==> src/rtl/fb_port_arbiter_pkg.sv <==
// Shared framebuffer definitions: default bus geometry and the arbiter's
// flush-sequencing state encoding.
package fb_port_arbiter_pkg;

  localparam int FB_ADDR_WIDTH = 11;
  localparam int FB_DATA_WIDTH = 16;
  localparam int FB_WBUF_DEPTH = 4;

  typedef enum logic [1:0] {
    ST_RUN   = 2'd0,
    ST_FLUSH = 2'd1,
    ST_DONE  = 2'd2
  } fb_state_e;

endpackage

==> src/rtl/fb_port_arbiter_if.sv <==
// Framebuffer port bundle: pixel-fetch reads, buffered command writes,
// flush handshake and the single shared RAM port.
interface fb_port_arbiter_if
  import fb_port_arbiter_pkg::*;
#(
  parameter int ADDR_WIDTH = FB_ADDR_WIDTH,
  parameter int DATA_WIDTH = FB_DATA_WIDTH,
  parameter int WBUF_DEPTH = FB_WBUF_DEPTH
);

  logic                        rd_req;
  logic [ADDR_WIDTH-1:0]       rd_addr;
  logic                        rd_valid;
  logic [DATA_WIDTH-1:0]       rd_data;
  logic                        wr_valid;
  logic [ADDR_WIDTH-1:0]       wr_addr;
  logic [DATA_WIDTH-1:0]       wr_data;
  logic                        wr_ready;
  logic                        flush_req;
  logic                        flush_done;
  logic [ADDR_WIDTH-1:0]       ram_address;
  logic                        ram_write_enable;
  logic                        ram_clk_enable;
  logic [DATA_WIDTH-1:0]       ram_data_out;
  logic [DATA_WIDTH-1:0]       ram_data_in;
  logic [$clog2(WBUF_DEPTH):0] wbuf_level;

  // Arbiter side.
  modport slave (
    input  rd_req, rd_addr, wr_valid, wr_addr, wr_data, flush_req, ram_data_in,
    output rd_valid, rd_data, wr_ready, flush_done, ram_address,
           ram_write_enable, ram_clk_enable, ram_data_out, wbuf_level
  );

  // Requester / RAM side.
  modport master (
    output rd_req, rd_addr, wr_valid, wr_addr, wr_data, flush_req, ram_data_in,
    input  rd_valid, rd_data, wr_ready, flush_done, ram_address,
           ram_write_enable, ram_clk_enable, ram_data_out, wbuf_level
  );

endinterface

==> src/rtl/fb_wbuf_fifo.sv <==
// Write-buffer FIFO holding {address, data} entries; power-of-two depth so
// the pointers wrap by natural overflow.
module fb_wbuf_fifo #(
  parameter int WIDTH = 27,
  parameter int DEPTH = 4
) (
  input  logic                   clk_in,
  input  logic                   reset,
  input  logic                   push,
  input  logic [WIDTH-1:0]       push_data,
  input  logic                   pop,
  output logic [WIDTH-1:0]       head,
  output logic                   full,
  output logic                   empty,
  output logic [$clog2(DEPTH):0] level
);

  localparam int PTR_W = $clog2(DEPTH);
  localparam int LVL_W = PTR_W + 1;
  localparam logic [LVL_W-1:0] FULL_LVL = LVL_W'(DEPTH);

  logic [WIDTH-1:0] mem [DEPTH];
  logic [PTR_W-1:0] wr_ptr, rd_ptr;
  logic [LVL_W-1:0] level_next;
  logic             push_ok, pop_ok;

  assign push_ok = push && !full;
  assign pop_ok  = pop && !empty;
  assign head    = mem[rd_ptr];

  // NOTE: level_next gets its default first so no path leaves it unassigned (no latch).
  always_comb begin
    level_next = level;
    if (push_ok && !pop_ok)      level_next = level + 1'b1;
    else if (pop_ok && !push_ok) level_next = level - 1'b1;
  end

  // NOTE: entry storage is not reset; the pointers and level alone define what is valid.
  always_ff @(posedge clk_in) begin
    if (push_ok) mem[wr_ptr] <= push_data;
  end

  // NOTE: state registers use non-blocking assignments so every flop samples pre-edge values.
  always_ff @(posedge clk_in) begin
    if (!reset) begin
      wr_ptr <= '0;
      rd_ptr <= '0;
      level  <= '0;
      full   <= 1'b0;
      empty  <= 1'b1;
    end else begin
      if (push_ok) wr_ptr <= wr_ptr + 1'b1;
      if (pop_ok)  rd_ptr <= rd_ptr + 1'b1;
      level <= level_next;
      full  <= (level_next == FULL_LVL);
      empty <= (level_next == '0);
    end
  end

endmodule

==> src/rtl/fb_port_arbiter.sv <==
// Single-port framebuffer arbiter: reads win the RAM port combinationally,
// buffered writes drain on idle cycles, flush drains the buffer on request.
module fb_port_arbiter
  import fb_port_arbiter_pkg::*;
#(
  parameter int ADDR_WIDTH = FB_ADDR_WIDTH,
  parameter int DATA_WIDTH = FB_DATA_WIDTH,
  parameter int WBUF_DEPTH = FB_WBUF_DEPTH
) (
  input logic              clk_in,
  input logic              reset,
  fb_port_arbiter_if.slave bus
);

  localparam int LVL_W   = $clog2(WBUF_DEPTH) + 1;
  localparam int ENTRY_W = ADDR_WIDTH + DATA_WIDTH;

  if (WBUF_DEPTH < 2 || (WBUF_DEPTH & (WBUF_DEPTH - 1)) != 0) begin : g_depth_check
    $error("WBUF_DEPTH must be a power of two, at least 2");
  end

  fb_state_e             state;
  logic                  fifo_full, fifo_empty;
  logic [LVL_W-1:0]      fifo_level;
  logic [ENTRY_W-1:0]    head_entry;
  logic [ADDR_WIDTH-1:0] head_addr;
  logic [DATA_WIDTH-1:0] head_data;
  logic                  push, pop, rd_grant, rd_pipe;

  assign {head_addr, head_data} = head_entry;

  // Reset gates every combinational grant so the port is quiet while held.
  assign rd_grant     = reset && bus.rd_req;
  assign pop          = reset && !bus.rd_req && !fifo_empty;
  assign bus.wr_ready = reset && !fifo_full && (state == ST_RUN);
  assign push         = bus.wr_valid && bus.wr_ready;

  fb_wbuf_fifo #(
    .WIDTH (ENTRY_W),
    .DEPTH (WBUF_DEPTH)
  ) u_wbuf (
    .clk_in    (clk_in),
    .reset     (reset),
    .push      (push),
    .push_data ({bus.wr_addr, bus.wr_data}),
    .pop       (pop),
    .head      (head_entry),
    .full      (fifo_full),
    .empty     (fifo_empty),
    .level     (fifo_level)
  );

  assign bus.wbuf_level   = fifo_level;
  assign bus.ram_data_out = head_data;

  always_comb begin
    bus.ram_address      = '0;
    bus.ram_write_enable = 1'b0;
    bus.ram_clk_enable   = 1'b0;
    if (rd_grant) begin
      bus.ram_address    = bus.rd_addr;
      bus.ram_clk_enable = 1'b1;
    end else if (pop) begin
      bus.ram_address      = head_addr;
      bus.ram_write_enable = 1'b1;
      bus.ram_clk_enable   = 1'b1;
    end
  end

  // RAM returns data one cycle after the grant; one more stage registers it out.
  always_ff @(posedge clk_in) begin
    if (!reset) begin
      rd_pipe      <= 1'b0;
      bus.rd_valid <= 1'b0;
      bus.rd_data  <= '0;
    end else begin
      rd_pipe      <= bus.rd_req;
      bus.rd_valid <= rd_pipe;
      if (rd_pipe) bus.rd_data <= bus.ram_data_in;
    end
  end

  // A write popped this cycle commits at this edge, so an empty buffer in
  // FLUSH means the last write is already in RAM.
  always_ff @(posedge clk_in) begin
    if (!reset) begin
      state          <= ST_RUN;
      bus.flush_done <= 1'b0;
    end else begin
      bus.flush_done <= 1'b0;
      unique case (state)
        ST_RUN:   if (bus.flush_req) state <= ST_FLUSH;
        ST_FLUSH: if (fifo_empty) begin
                    state          <= ST_DONE;
                    bus.flush_done <= 1'b1;
                  end
        ST_DONE:  state <= ST_RUN;
        default:  state <= ST_RUN;
      endcase
    end
  end

endmodule

==> src/flat_wrapper.sv <==
// flat-port wrapper written by rule: the top's interface ports become plain ports
module fb_port_arbiter_flat import fb_port_arbiter_pkg::*;
#(
  parameter int ADDR_WIDTH = FB_ADDR_WIDTH,
  parameter int DATA_WIDTH = FB_DATA_WIDTH,
  parameter int WBUF_DEPTH = FB_WBUF_DEPTH
)
  (clk_in, reset, bus_rd_req, bus_rd_addr, bus_wr_valid, bus_wr_addr, bus_wr_data, bus_flush_req, bus_ram_data_in, bus_rd_valid, bus_rd_data, bus_wr_ready, bus_flush_done, bus_ram_address, bus_ram_write_enable, bus_ram_clk_enable, bus_ram_data_out, bus_wbuf_level);
  fb_port_arbiter_if #(.ADDR_WIDTH(ADDR_WIDTH), .DATA_WIDTH(DATA_WIDTH), .WBUF_DEPTH(WBUF_DEPTH)) bus_i ();
  input logic clk_in;
  input logic reset;
  input wire logic [$bits(bus_i.rd_req)-1:0] bus_rd_req;
  input wire logic [$bits(bus_i.rd_addr)-1:0] bus_rd_addr;
  input wire logic [$bits(bus_i.wr_valid)-1:0] bus_wr_valid;
  input wire logic [$bits(bus_i.wr_addr)-1:0] bus_wr_addr;
  input wire logic [$bits(bus_i.wr_data)-1:0] bus_wr_data;
  input wire logic [$bits(bus_i.flush_req)-1:0] bus_flush_req;
  input wire logic [$bits(bus_i.ram_data_in)-1:0] bus_ram_data_in;
  output wire logic [$bits(bus_i.rd_valid)-1:0] bus_rd_valid;
  output wire logic [$bits(bus_i.rd_data)-1:0] bus_rd_data;
  output wire logic [$bits(bus_i.wr_ready)-1:0] bus_wr_ready;
  output wire logic [$bits(bus_i.flush_done)-1:0] bus_flush_done;
  output wire logic [$bits(bus_i.ram_address)-1:0] bus_ram_address;
  output wire logic [$bits(bus_i.ram_write_enable)-1:0] bus_ram_write_enable;
  output wire logic [$bits(bus_i.ram_clk_enable)-1:0] bus_ram_clk_enable;
  output wire logic [$bits(bus_i.ram_data_out)-1:0] bus_ram_data_out;
  output wire logic [$bits(bus_i.wbuf_level)-1:0] bus_wbuf_level;
  assign bus_i.rd_req = bus_rd_req;
  assign bus_i.rd_addr = bus_rd_addr;
  assign bus_i.wr_valid = bus_wr_valid;
  assign bus_i.wr_addr = bus_wr_addr;
  assign bus_i.wr_data = bus_wr_data;
  assign bus_i.flush_req = bus_flush_req;
  assign bus_i.ram_data_in = bus_ram_data_in;
  assign bus_rd_valid = bus_i.rd_valid;
  assign bus_rd_data = bus_i.rd_data;
  assign bus_wr_ready = bus_i.wr_ready;
  assign bus_flush_done = bus_i.flush_done;
  assign bus_ram_address = bus_i.ram_address;
  assign bus_ram_write_enable = bus_i.ram_write_enable;
  assign bus_ram_clk_enable = bus_i.ram_clk_enable;
  assign bus_ram_data_out = bus_i.ram_data_out;
  assign bus_wbuf_level = bus_i.wbuf_level;
  fb_port_arbiter #(.ADDR_WIDTH(ADDR_WIDTH), .DATA_WIDTH(DATA_WIDTH), .WBUF_DEPTH(WBUF_DEPTH)) u_core (.clk_in(clk_in), .reset(reset), .bus(bus_i));
endmodule
==> config.mk <==
export PLATFORM = sky130hd
export DESIGN_NAME = fb_port_arbiter_flat
export DESIGN_NICKNAME = d
export VERILOG_FILES = /design/src/rtl/fb_port_arbiter_pkg.sv /design/src/rtl/fb_port_arbiter_if.sv /design/src/rtl/fb_wbuf_fifo.sv /design/src/rtl/fb_port_arbiter.sv /design/src/flat_wrapper.sv
export SDC_FILE = /design/constraint.sdc
export NUM_CORES = 1
export LEC_CHECK = 0
export ABC_CLOCK_PERIOD_IN_PS = 2560
export CAP_MARGIN = 20
export CORE_UTILIZATION = 40
export CTS_BUF_LIST = sky130_fd_sc_hd__clkbuf_16
export DETAILED_ROUTE_END_ITERATION = 7
export GPL_TIMING_DRIVEN = 0
export PLACE_DENSITY = 0.64
export SYNTH_ARGS = -nofsm -noshare
export SYNTH_HDL_FRONTEND = slang
export SYNTH_SLANG_ARGS = --single-unit
==> constraint.sdc <==
create_clock -name clk_in -period 2.56 [get_ports clk_in]
set_clock_uncertainty 0.15 [all_clocks]
set_input_delay 0.512 -clock clk_in [delete_from_list [all_inputs] [get_ports clk_in]]
set_output_delay 0.512 -clock clk_in [all_outputs]
set_load 0.01 [all_outputs]
==> metrics.cfg <==
[finish]
layout.filler_cells = 1008
insertedDiodeCount = 0
finish.net_count = 487
areaGrowthSynthToFinish_pct = 40.5
multi_input_area_um2 = 1330
design_area_um2 = 7480
drive_above_1_share_pct = 27.6
sequential_cell_area_um2 = 3890

[min_path]
hold_path.class = input pin to register
timing.hold.worst.start = reset

[sta]
whs_ns = 0.254
finalCriticalPeriod_ns = 2.57
maxClockFrequency_mhz = 389
worstMarginPinSlew_ns = 0.779
final.setup.tns_ns = -0.0112
timing.final.setup_violations = 1
final.period_utilization_pct = 100
finalHoldViolations = 0
final.setup.worst_slack_ns = -0.0112
pins_over_their_slew_limit = 0
unrepaired_setup_endpoints_after_global_routing = yes
max-slew-margin-rel_pct = 48.1

[setup_path]
setup.worst_path.class = register to output port
crit-reg2reg-launch = u_core.state[0]
crit_path_start_kind = register
worst_setup_path_end_kind = output port
crit_required_ns = 1.90
crit_path_max_fanout = 4
worstPathArrival_ns = 1.91

[yosys]
post_synthesis_cell_area_um2 = 5330
post-synth-top-area-cell = edfxtp_1
asyncSetResetFlopFracSynth_pct = 0
synthTopCellsByArea = edfxtp_1 61%, dfxtp_1 12%, mux4_2 11%
netlist-cell-type-count = 34
synth.top_cell.area_share_pct = 60.9
seq_area_frac_synth_pct = 72.9
ys.flop_type = edfxtp_1
synth.most_common_cell = edfxtp_1
synth-seq-cells = 140
synth.avg_cell_area_um2 = 19.0
synth_commonest_cells = 108 x edfxtp_1, 32 x dfxtp_1, 27 x mux4_2
synth-edff-count = 108
synthesis.yosys.warnings = 0
synth_net_count = 345
postSynthCellCount = 280

[place]
placed_cell_area_um2 = 6630
dp_worst_setup_slack_ns = -0.970
place.port_buffers = 109
dp_hpwl_um = 6450
gp_congestion = 0.687

[route]
wl_per_cell_um = 17.2
antenna_violating_nets_post_route = 0
drcViolationCount = 0
dr_total_vias = 2972
drtPass1Iterations = 4
dr.first_iter.drc_count = 96
routed_wl_um = 10400
average_via_count_per_standard_cell = 4.90

[grt]
grt_start_max_net_pins = 28
wire_length_of_the_first_global_routing_pass_um = 16100
grt_antenna_before_repair = 0
vias_in_the_first_global_route = 3134
grt_util_all_layers_pct = 15.8
overflow = 0

[clocking]
tritoncts.num_buffers = 17
tritoncts_num_sinks = 140
clock_tree_from_tritoncts = built
worstSkewPairLatency_ns = 0.41
clock_tree.htree_level_count = 4
clock_path_buffers = 2
worst_setup_hold_path_clk_slew_ns = 0.06
clk_root_buffer_cell = clkbuf_16

[power_and_ir_drop]
power.leakage_nw = 2.62
power-per-cell-area_nw_per_um2 = 824
vdd_ir_drop_max_mv = 0.470
totalPowerFinal_mw = 6.16

[flow_run]
timing.max_cap.violations = 0

[floorplan]
die_w_um = 117
io_pins = 110
die-height_um = 117
placeableCoreArea_um2 = 12800
placement_rows = 41
floorplan.initialDensity_pct = 41.5
design.die.area_um2 = 13800

[run_status]
violations = negative setup slack
outcome = finished with violations

[cells by family (layout without fill, tap and decap cells)]
family,after synthesis,after routing,share of synthesized area [%]
xor+xnor,5,5,1.17
buf+inv,20,175,2.14
simple gates,47,47,4.84
fa+ha+maj,6,6,1.41
compound gates,17,17,2.70
mux,45,45,14.8
flops,140,140,72.9
[cell type report]
type                       instances  share of cell area, %
multi-input combinational        120                   17.7
clock inverter                    15                   3.36
buffer                            12                   1.84
tap                              172                   2.88
sequential                       140                   52.0
clock buffer                      17                   5.69
timing repair buffer             124                   16.1
inverter                           7                  0.452
[worst max-delay path, cell delays in order, from the launching register on]
cell     delay, ns
dfxtp_2       0.33
buf_8         0.12
buf_12        0.12
buf_12        0.10
mux4_2        0.49
a22o_1        0.20
buf_2         0.14
[power by group]
group	switching, mW	internal, mW	leakage (nW)	total [mW]
clock network	0.881	1.91	0.329	2.79
registers	0.0451	2.55	1.24	2.60
logic	0.323	0.456	1.05	0.779
[through the flow]
stage,utilization [%],std cells
6_report,58.3,607
3_3_place_gp,51.7,561
5_1_grt,58.3,607
3_5_place_dp,51.7,561
4_1_cts,57.4,600
2_1_floorplan,-,280
[what timing repair did]
action | CTS | global route
gates resized for setup | 111 | 18
hold buffers | 0 | 0
cloned | 0 | 1
setup buffers | 8 | 6
pin swaps | 1 | 1
setup endpoints to repair | 29 | 9
[state kept, by name, summed over array words and instances, names as in the netlist, named ones only]
| name | count |
|---|---|
| u_core.u_wbuf.mem | 108 |
| u_core.bus.rd_data | 16 |
| u_core.u_wbuf.level | 3 |
| u_core.state | 2 |
| u_core.u_wbuf.rd_ptr | 2 |
| u_core.u_wbuf.wr_ptr | 2 |
| u_core.bus.flush_done | 1 |
| u_core.bus.rd_valid | 1 |
| u_core.rd_pipe | 1 |
| u_core.u_wbuf.empty | 1 |
| u_core.u_wbuf.full | 1 |
[metal layers]
metal / routed length, um / GRT usage [%] / vias to the layer above
met5: 0 / 0 / -
met4: 187 / 8.28 / 0
met3: 448 / 4.38 / 12
met2: 5360 / 26.6 / 87
met1: 4450 / 18.5 / 1482
li1: - / - / 1391
[worst paths after layout]
path / to / slack [ns] / depth (start not counted)
worst min-delay path: u_core.u_wbuf.empty / 0.25 / 2
worst max-delay path: bus_ram_address[7] / -0.01 / 6
worst min register to register: u_core.state[1] / 0.34 / 2
worst max register to register: u_core.u_wbuf.mem[3][14] / 0.48 / 3
[layout by cell type (no fill, tap or decap), types with 4 or more instances in the layout]
master           count
buf_12               9
mux4_2              27
mux2i_1             18
nand2_1              5
bufinv_16            7
inv_1                6
buf_2               14
a22o_1              11
buf_4                8
clkdlybuf4s50_1     79
buf_6                6
dfxtp_1             30
nor2_1              24
edfxtp_1           108
ha_1                 6
clkbuf_16           18
clkbuf_2             6
and3_2               4
clkdlybuf4s15_1      5
No activity file was read; power rests on OpenSTA's default activity.
